File: config.mk
export PLATFORM = sky130hd
export DESIGN_NAME = microwave_timer_ctrl
export DESIGN_NICKNAME = d
export VERILOG_FILES = /design/src/rtl/microwave_timer_ctrl.sv
export SDC_FILE = /design/constraint.sdc
export NUM_CORES = 1
export LEC_CHECK = 0
export CORE_MARGIN = 1.5
export CORE_UTILIZATION = 45
export DETAILED_ROUTE_END_ITERATION = 16
export PLACE_DENSITY_LB_ADDON = 0.25
export SYNTH_ARGS = -nofsm -noshare
export SYNTH_HDL_FRONTEND = slang
export SYNTH_SLANG_ARGS = --single-unit
export TNS_END_PERCENT = 50
File: constraint.sdc
create_clock -name clk -period 3 [get_ports clk]
set_input_delay 0.6 -clock clk [delete_from_list [all_inputs] [get_ports clk]]
set_output_delay 0.6 -clock clk [all_outputs]
set_load 0.05 [all_outputs]
File: src/rtl/microwave_timer_ctrl.sv
// Microwave cook-timer countdown controller: BCD MM:SS, run/pause/done sequencing.
// Optional DONE_BEEP_EN macro enables the post-completion beep hold in DONE.
module microwave_timer_ctrl #(
    parameter int BEEP_SECONDS = 3
) (
    input  logic       clk,
    input  logic       rst,
    input  logic       tick_1hz,
    output logic       div_rst,
    input  logic       load,
    input  logic [3:0] load_mt,
    input  logic [3:0] load_mu,
    input  logic [3:0] load_st,
    input  logic [3:0] load_su,
    input  logic       start,
    input  logic       stop,
    input  logic       clear,
    input  logic       door_closed,
    output logic [3:0] mt,
    output logic [3:0] mu,
    output logic [3:0] st,
    output logic [3:0] su,
    output logic       running,
    output logic       heater_on,
    output logic       done,
    output logic       beep,
    output logic       load_err
);

    typedef enum logic [1:0] {IDLE, RUN, PAUSE, DONE} state_t;

    state_t     state;
    logic [3:0] nmt, nmu, nst, nsu;
    logic       dec_zero;
    logic       time_zero;
    logic       load_ok;

    // One-second decrement with the BCD borrow chain su -> st -> mu -> mt.
    always_comb begin
        nmt = mt;
        nmu = mu;
        nst = st;
        nsu = su - 4'd1;
        if (su == 4'd0) begin
            nsu = 4'd9;
            nst = st - 4'd1;
            if (st == 4'd0) begin
                nst = 4'd5;
                nmu = mu - 4'd1;
                if (mu == 4'd0) begin
                    nmu = 4'd9;
                    nmt = mt - 4'd1;
                end
            end
        end
    end

    assign dec_zero  = (nmt == 4'd0) && (nmu == 4'd0) &&
                       (nst == 4'd0) && (nsu == 4'd0);
    assign time_zero = (mt == 4'd0) && (mu == 4'd0) &&
                       (st == 4'd0) && (su == 4'd0);
    assign load_ok   = (load_mt <= 4'd9) && (load_mu <= 4'd9) &&
                       (load_st <= 4'd5) && (load_su <= 4'd9);

`ifdef DONE_BEEP_EN
    logic [3:0] beep_cnt;
`else
    assign beep = 1'b0;
`endif

    always_ff @(posedge clk) begin
        if (rst) begin
            state     <= IDLE;
            {mt, mu, st, su} <= '0;
            running   <= 1'b0;
            heater_on <= 1'b0;
            done      <= 1'b0;
            div_rst   <= 1'b0;
            load_err  <= 1'b0;
`ifdef DONE_BEEP_EN
            beep      <= 1'b0;
            beep_cnt  <= '0;
`endif
        end else begin
            done     <= 1'b0;
            div_rst  <= 1'b0;
            load_err <= 1'b0;
            if (clear) begin
                state     <= IDLE;
                {mt, mu, st, su} <= '0;
                running   <= 1'b0;
                heater_on <= 1'b0;
`ifdef DONE_BEEP_EN
                beep      <= 1'b0;
`endif
            end else begin
                unique case (state)
                    IDLE: begin
                        if (load) begin
                            if (load_ok)
                                {mt, mu, st, su} <= {load_mt, load_mu, load_st, load_su};
                            else
                                load_err <= 1'b1;
                        end else if (start && !stop && door_closed && !time_zero) begin
                            state     <= RUN;
                            running   <= 1'b1;
                            heater_on <= 1'b1;
                            div_rst   <= 1'b1;
                        end
                    end
                    RUN: begin
                        // A pause wins over a coincident tick; that second is discarded.
                        if (!door_closed || stop) begin
                            state     <= PAUSE;
                            running   <= 1'b0;
                            heater_on <= 1'b0;
                        end else if (tick_1hz) begin
                            {mt, mu, st, su} <= {nmt, nmu, nst, nsu};
                            if (dec_zero) begin
                                state     <= DONE;
                                running   <= 1'b0;
                                heater_on <= 1'b0;
                                done      <= 1'b1;
`ifdef DONE_BEEP_EN
                                beep      <= 1'b1;
                                beep_cnt  <= 4'(BEEP_SECONDS);
`endif
                            end
                        end
                    end
                    PAUSE: begin
                        if (start && !stop && door_closed) begin
                            state     <= RUN;
                            running   <= 1'b1;
                            heater_on <= 1'b1;
                            div_rst   <= 1'b1;
                        end
                    end
                    DONE: begin
`ifdef DONE_BEEP_EN
                        if (!door_closed) begin
                            state <= IDLE;
                            beep  <= 1'b0;
                        end else if (tick_1hz) begin
                            if (beep_cnt <= 4'd1) begin
                                state    <= IDLE;
                                beep     <= 1'b0;
                                beep_cnt <= '0;
                            end else begin
                                beep_cnt <= beep_cnt - 4'd1;
                            end
                        end
`else
                        state <= IDLE;
`endif
                    end
                    default: state <= IDLE;
                endcase
            end
        end
    end

endmodule
Yosys cells after proc, flatten, opt, wreduce, memory -nomap -nowiden
Index checks and enable logic that the tools add are counted.
{"block": "totals", "reg_bits": 22, "latchBits": 0, "mem_bits_rw": 0, "rom_bits": 0, "inputBits": 24, "out_inout_bits": 22, "word_cells": 115, "mem_count": 0}
{"block": "classes", "add_sub_neg": 4, "n_mul": 0, "div": 0, "magnitude_cmp": 4, "eq_ne": 12, "shift": 0, "n_mux": 49, "bitwise": 4, "n_reduce_logical": 33}
{"op": "two-way mux 4 bit", "count": 25}
{"op": "zero test 4 bit", "count": 8}
{"op": "one-hot mux 4 bit (2 select lines)", "count": 4}
{"op": "subtractor 4 x 1 -> 4 bit, second input constant", "count": 4}
{"op": "inequality test 2 bit, second input constant", "count": 7}
{"op": "<= comparator 4 bit, second input constant", "count": 3}
{"op": "logical AND 1 bit", "count": 12}
{"op": "two-way mux 2 bit", "count": 6}
{"op": "two-way mux 1 bit", "count": 11}
{"op": "AND reduction 5 bit", "count": 2}
{"op": "one-hot mux 2 bit (4 select lines)", "count": 1}
{"op": "inequality test 3 bit, second input constant", "count": 2}
{"op": "AND reduction 6 bit", "count": 1}
{"op": "OR reduction 5 bit", "count": 1}
{"op": "equality test 2 bit, second input constant", "count": 2}
{"op": "<= comparator 4 x 3 -> 1 bit, second input constant", "count": 1}
{"op": "NOT 1 bit", "count": 4}
{"op": "OR reduction 4 bit", "count": 1}
{"op": "zero test 1 bit", "count": 3}
{"op": "one-hot mux 1 bit (3 select lines)", "count": 1}
{"op": "nonzero test 3 bit", "count": 1}
{"op": "equality test 2 x 1 -> 1 bit, second input constant", "count": 1}
{"op": "zero test 2 bit", "count": 1}
{"op": "one-hot mux 1 bit (2 select lines)", "count": 1}
{"op": "other kinds (3)", "count": 3}

Logic depth before layout (Yosys ltp)
Gate-level depths: netlist (run 1).
{"block": "depth", "depth_word": 12, "ltp_mapped": 7, "depth_no_buf": 6}

Worst setup path before layout (run 1)
No wires, ideal clock.
{"block": "synth_timing", "kind": "reg2reg", "start": "register su[2]", "end": "register heater_on", "setup_time_ns": 0.124, "arrival_ns": 2.286, "required_time_ns": 2.876, "path_slack_ns": 0.591, "path_stages_with_launch": 7, "n_path_buf": 1, "synth_period_minus_slack_ns": 2.409, "cell_sequence": "dfxtp_1 or4_4 buf_6 nor4_4 nand2_2 a2111o_1 o2bb2ai_1"}
{"block": "synth_between", "elab_chain_len": 8, "word_cells_on_any_way": 19, "classes_between": "1 x add/sub; 2 x eq/ne; 4 x mux; 12 x reduce/logical"}
{"element": "start: declaration", "line_no": "22", "rtl": "output logic [3:0] su,"}
{"element": "start signal: assignment", "line_no": "101", "rtl": "{mt, mu, st, su} <= {load_mt, load_mu, load_st, load_su};"}
{"element": "start signal: assignment", "line_no": "118", "rtl": "{mt, mu, st, su} <= {nmt, nmu, nst, nsu};"}
{"element": "parallel branches: the longest is 7 deep, another holds subtractor 4 x 1 -> 4 bit"}
{"element": "AND reduction 6 bit (no line) (*)"}
{"element": "end signal: assignment", "line_no": "76", "rtl": "heater_on <= 1'b0;"}
{"element": "end signal: assignment", "line_no": "92", "rtl": "heater_on <= 1'b0;"}
{"element": "end signal: assignment", "line_no": "107", "rtl": "heater_on <= 1'b1;"}
{"element": "end: declaration", "line_no": "24", "rtl": "output logic heater_on,"}
Every way passes the cells marked *.
A chain may end at the register's enable or synchronous reset.

Worst setup path after layout (run 1)
{"block": "layout_timing", "start": "register st[1]", "end": "output st[1]"}
{"element": "start: declaration", "line_no": "21", "rtl": "output logic [3:0] st,"}
{"element": "start signal: assignment", "line_no": "101"}
{"element": "start signal: assignment", "line_no": "118"}
No word-level cell between the ends.

==> reports/results.ini, run 1 <==
[sta]
grt_setup_unrepaired = no
max_freq_mhz = 423
holdWs_ns = 0.526
fin_tns_setup_ns = 0
finalHoldViolCount = 0
fin_skew_ns = 0.00573
final-max-slew-violation-count = 0
fin_crit_ns = 2.37
setup_viol = 0
slew_headroom = 0.471
tightest_slew_ns = 0.791
fin_crit_sh = 0.789

[clocking]
cts.path.max_buffers = 2
clock_latency_ns = 0.32
hold_buffers = 0
clk_transition_reported_paths_ns = 0.13
cts_setup_buffers = 0
h-tree-depth = 1
cts_root_buf = clkbuf_4
numCtsBuffers = 3
post_cts_resized = 0
clock-sinks = 22
cts_tree = built

[yosys]
netlist_instances = 176
avgSynthCellArea_um2 = 7.73
synth_compound_area_frac = 0.306
synth_flop_cell = dfxtp_1
synth-warning-count = 0
synth-xor-area-share = 0
synth_top_family_by_area = compound AO/OA/AOI/OAI gates
synthAdderAreaFrac = 0.00919
synthTopCellsByArea = dfxtp_1, o21ai_0, a21oi_1, nand2_1, clkbuf_1
synth.top_cell.area_share = 0.324
async_flop_share = 0
synth_cell_types = 46
synth_top_area_cell = dfxtp_1
netlist_area_um2 = 1360
synth_most_common_cell = dfxtp_1
synth-seq-cells = 22
synth_edf_count = 0
yosysSeqAreaShare = 0.324
synthSimpleGateAreaFrac = 0.280
syn_nets = 201
synth_common_cells = dfxtp_1, o21ai_0, a21oi_1, nand2_1, clkbuf_1
synthMuxAreaShare = 0.0147

[detailed_routing]
wire_per_inst_um = 16.2
vias_per_cell = 6.23
ant_nets = 0
vias = 1513
drtIter0Drc = 71
route.detailed.drc = 0
dr.pass1.iters = 7
wl_um = 3930

[grt]
grt_pass1_wl_um = 6510
grt.total_usage = 0.250
antenna_found_initial = 0
grt_max_degree = 19
grt_pass1_vias = 1432
grt_overflow = 0

[worst_setup_path]
crit_fanout = 11
slowest_delay_ns = 0.88
cp-start-kind = register
crit_buf_inv = 1
cp.arrival_ns = 1.77
crit_required_ns = 2.40
crit_path_cell_trace = clkdlybuf4s50_1
cp_slowest_cell = clkdlybuf4s50_1
path_class = reg2out
crit_family = buffers and inverters
r2r_setup_slack_ns = 0.74
endpoint_kind = output pin

[pwr]
p_int_uw = 417
p_sw_uw = 152
pwr-share-comb = 0.173
cellPowerDensity_nw_per_um2 = 311
p_seq_frac = 0.524
clkPwrFrac = 0.303
p_sw_frac = 0.267
ir_drop_mv = 0.235
leakage_nw = 0.649

[worst_hold_path]
min_path_type = reg2reg

[cells_and_area]
num-fill-cells = 258
area_growth_syn_to_layout_pct = 34.3
seqCellArea_um2 = 440
multi_input_area_um2 = 835
drive_above_1_share = 0.0849
final_nets = 238
antenna_cells = 0

[floorplanning]
pin_count = 46
rows = 19
die_area_um2 = 3360
placeableCoreArea_um2 = 2810
die_height_um = 58
die-width_um = 58
start_util = 0.485

[place]
gp_congestion = 0.870
io_buffers = 44
dp_hpwl_um = 2800

[status]
status = finished clean

[flow_run]
max-cap-violations = 0

-- cells in the final DEF, fill, tap and decap left out, types with 2 or more instances in the layout --
| cell | count |
|---|---|
| nor3_1 | 7 |
| nand3_1 | 3 |
| mux2i_1 | 2 |
| a31oi_1 | 4 |
| o32ai_1 | 3 |
| inv_1 | 4 |
| dfxtp_1 | 22 |
| nor2b_1 | 2 |
| o31ai_1 | 2 |
| nand2b_1 | 4 |
| a31o_2 | 3 |
| nand2_1 | 16 |
| or3_1 | 3 |
| o21ai_0 | 18 |
| or4_1 | 3 |
| a221oi_1 | 2 |
| o211ai_1 | 3 |
| nor2_1 | 10 |
| clkdlybuf4s50_1 | 44 |
| clkbuf_4 | 3 |
| buf_4 | 3 |
| nand4_1 | 2 |
| nor4_1 | 4 |
| o21a_1 | 4 |
| or2_2 | 3 |
| o31a_1 | 2 |
| a21oi_1 | 16 |
-- cells by family after synthesis --
| group | after synthesis |
|---|---|
| multiplexers | 2 |
| AO/OA/AOI/OAI | 64 |
| AND/OR/NAND/NOR | 67 |
| buffers and inverters | 19 |
| adder cells (fa/ha/maj) | 1 |
| other | 1 |
| flip-flops | 22 |
-- state kept, by name, summed over array words and instances, names as in the netlist --
signal,count
mt,4
heater_on,1
mu,4
state,2
st,4
div_rst,1
load_err,1
done,1
su,4
-- metal layers --
layer,routed length [µm],GRT usage
met1,1680,0.319
met5,0,0
met2,1930,0.414
met3,270,0.0469
met4,46,0.0997
-- power by group through the flow --
stage | registers (mW) | logic, mW | clock network, mW
3_3_place_gp | 0.304 | 0.0967 | 0
5_1_grt | 0.299 | 0.105 | 0.189
6_report | 0.298 | 0.0985 | 0.173
3_5_place_dp | 0.304 | 0.0976 | 0
2_1_floorplan | 0.312 | 0.0438 | 0
4_1_cts | 0.298 | 0.0980 | 0.171
-- worst register-to-register path: cells and delay by family (launching register included) --
kind            cells  cell delay, ns
flops               1            0.39
simple gates        3            0.95
compound gates      2            0.61
buf+inv             1            0.21
-- final timing paths --
kind	from	endpoint	depth (start not counted)
max	st[1]$_SDFFE_PP0P_	st[1]	1
min	st[3]$_SDFFE_PP0P_	st[3]$_SDFFE_PP0P_	1
max reg2reg	su[3]$_SDFFE_PP0P_	heater_on$_SDFFE_PP0P_	6
min reg2reg	st[3]$_SDFFE_PP0P_	st[3]$_SDFFE_PP0P_	1
-- per-stage QoR --
stage	setup slack [ns]	total power, mW	cells	instance area, µm²	utilization
4_1_cts	0.633	0.567	243	1830	0.652
3_3_place_gp	0.576	0.401	239	1790	0.639
5_1_grt	0.569	0.593	243	1830	0.652
2_1_floorplan	0.591	0.356	176	1360	-
3_5_place_dp	0.539	0.402	239	1790	0.639
6_report	0.634	0.569	243	1830	0.652
-- final cells by class --
| type | count | share of cell area |
|---|---|---|
| clock buffers | 4 | 0.0198 |
| inverters | 4 | 0.00821 |
| multi-input cells | 135 | 0.457 |
| flip-flops and latches | 22 | 0.241 |
| well taps | 31 | 0.0212 |
| repair buffers | 47 | 0.253 |
Note: power is estimated with default switching activity, not from simulation.
==> run 2: changes to the inputs <==
- CORE_UTILIZATION: 45 -> 41
- clock period: 3 -> 2.1 ns (I/O delays scaled with it)
==> run 2 against run 1 <==
Against the previous run: global-route usage up 0.12 points; critical endpoint is now st[0]$_SDFFE_PP0P_; wire length up 10%; largest cell class unchanged; die area up 9.2%; worst setup slack worse by 0.58 ns; power up 46%; register-to-register slack worse by 0.69 ns.
==> reports/results.ini, run 2 (same netlist as run 1, synthesis figures left out) <==
[grt]
grt.total_usage = 0.251  ; was 0.250
antenna_found_initial = 0  ; unchanged
grt_max_degree = 19  ; unchanged
grt_pass1_vias = 1500  ; was 1432
grt_overflow = 0  ; unchanged
grt_pass1_wl_um = 6920  ; was 6510 µm

[pwr]
pwr-share-comb = 0.195  ; was 0.173
p_int_uw = 606  ; was 417 µW
power_uw = 832  ; was 569 µW
clkPwrFrac = 0.299  ; was 0.303
cellPowerDensity_nw_per_um2 = 409  ; was 311 nW/µm²
leakage_nw = 0.818  ; was 0.649 nW
p_seq_frac = 0.506  ; was 0.524
ir_drop_mv = 0.230  ; was 0.235 mV
p_sw_uw = 225  ; was 152 µW
p_sw_frac = 0.271  ; was 0.267

[sta]
max_freq_mhz = 488
setup_slack_ns = 0.0494  ; was 0.634 ns
final-max-slew-violation-count = 0  ; unchanged
fin_crit_sh = 0.976
setup_viol = 0  ; unchanged
slew_headroom = 0.549  ; was 0.471
finalHoldViolCount = 0  ; unchanged
fin_skew_ns = 0.00617  ; was 0.00573 ns
grt_setup_unrepaired = yes  ; was no
fin_crit_ns = 2.05
tightest_slew_ns = 0.677  ; was 0.791 ns
fin_tns_setup_ns = 0  ; unchanged

[place]
preCtsSetupSlack_ns = -0.249  ; was 0.539 ns
dp_hpwl_um = 3180  ; was 2800 µm
gp_congestion = 0.865  ; was 0.870
placed_area_um2 = 1970  ; was 1790 µm²
io_buffers = 44  ; unchanged

[detailed_routing]
drtIter0Drc = 129  ; was 71
ant_nets = 0  ; unchanged
vias = 1592  ; was 1513
wire_per_inst_um = 15.7  ; was 16.2 µm
dr.pass1.iters = 4  ; was 7
wl_um = 4330  ; was 3930 µm
route.detailed.drc = 0  ; unchanged
vias_per_cell = 5.77  ; was 6.23

[cells_and_area]
final_nets = 258  ; was 238
area_growth_syn_to_layout_pct = 49.3  ; was 34.3%
drive_above_1_share = 0.207  ; was 0.0849
design_area_um2 = 2030  ; was 1830 µm²
final_util = 0.655  ; was 0.652
final_common_cell = clkdlybuf4s50_1  ; unchanged
num-fill-cells = 303  ; was 258
antenna_cells = 0  ; unchanged
layout_common_cells = clkdlybuf4s50_1, buf_4, o21ai_0  ; was clkdlybuf4s50_1, dfxtp_1, o21ai_0

[worst_setup_path]
slowest_delay_ns = 0.54  ; was 0.88 ns
crit_path_cell_trace = clkdlybuf4s50_1 > o21ai_0 > nand4_1 > o31a_1 > a21oi_1 > o32ai_1  ; was clkdlybuf4s50_1
cp-start-kind = input pin  ; was register
endpoint_kind = register  ; was output pin
cp_slowest_cell = o31a_1  ; was clkdlybuf4s50_1
crit_fanout = 16  ; was 11
crit_required_ns = 2.31  ; was 2.40 ns
crit_buf_inv = 1  ; unchanged
crit_family = compound AO/OA/AOI/OAI gates  ; was buffers and inverters
path_class = in2reg  ; was reg2out
cp.arrival_ns = 2.26  ; was 1.77 ns

[status]
status = finished clean  ; unchanged

[floorplanning]
start_util = 0.439  ; was 0.485
rows = 20  ; was 19
pin_count = 46  ; unchanged
die_area_um2 = 3670  ; was 3360 µm²
die_height_um = 60.6  ; was 58 µm
placeableCoreArea_um2 = 3100  ; was 2810 µm²
die-width_um = 60.6  ; was 58 µm

[clocking]
clock-sinks = 22  ; unchanged
numCtsBuffers = 3  ; unchanged
cts_tree = built  ; unchanged
h-tree-depth = 1  ; unchanged
cts_root_buf = clkbuf_4  ; unchanged
clock_latency_ns = 0.33  ; was 0.32 ns
hold_buffers = 0  ; unchanged
cts.path.max_buffers = 2  ; unchanged
clk_transition_reported_paths_ns = 0.13  ; about the same

[flow_run]
max-cap-violations = 0  ; unchanged

[worst_hold_path]
min_path_type = reg2reg  ; unchanged

==> run 2: final cells by class <==
class,instances,area [µm²],area share
multi-input cells,135,852,0.419
inverters,4,15.0,0.00739
flip-flops and latches,22,455,0.224
repair buffers,67,618,0.304
clock buffers,4,36.3,0.0179
well taps,44,55.1,0.0271
==> run 2: worst min-delay path, stage by stage, from the launching register on <==
cell and delay, ns:
dfxtp_2 0.37, nand2_1 0.06, a21oi_1 0.05
==> run 2: worst paths after layout <==
kind | startpoint | end | slack [ns] | cells past startpoint
setup / recovery | load_mt[2] | st[0]$_SDFFE_PP0P_ | 0.05 | 6
setup reg to reg | mu[3]$_SDFFE_PP0P_ | mt[2]$_SDFFE_PP0P_ | 0.05 | 6
hold / removal | su[1]$_SDFFE_PP0P_ | su[1]$_SDFFE_PP0P_ | 0.50 | 2
hold reg to reg | su[1]$_SDFFE_PP0P_ | su[1]$_SDFFE_PP0P_ | 0.50 | 2
==> run 2: per-stage QoR <==
step	hold slack, ns	std cells
detailed placement	0.493	272
global route	0.538	276
CTS	0.511	276
finish	0.503	276
floorplan	0.560	176
global placement	0.484	272
==> run 2: routing by layer <==
metal  part of all wire  routed length (µm)  global-route usage  vias up
li1                   -                   -                   -      776
met5                  0                   0                   0        -
met2               0.49                2110               0.416       58
met1               0.44                1920               0.342      753
met3              0.058                 249              0.0213        5
met4              0.011                  49              0.0870        0
==> run 2: timing repair <==
action	in CTS	in global routing
resized for setup	0	6
setup buffers	0	0
endpoints found under the setup margin	0	6
==> run 2: power groups by stage <==
stage                     Combinational [mW]  Clock [mW]  Sequential (mW)
after global routing                   0.172       0.268            0.421
after global placement                 0.157           0            0.430
after detailed placement               0.159           0            0.430
final                                  0.162       0.249            0.421
after CTS                              0.160       0.253            0.421
after floorplan                       0.0636           0            0.442
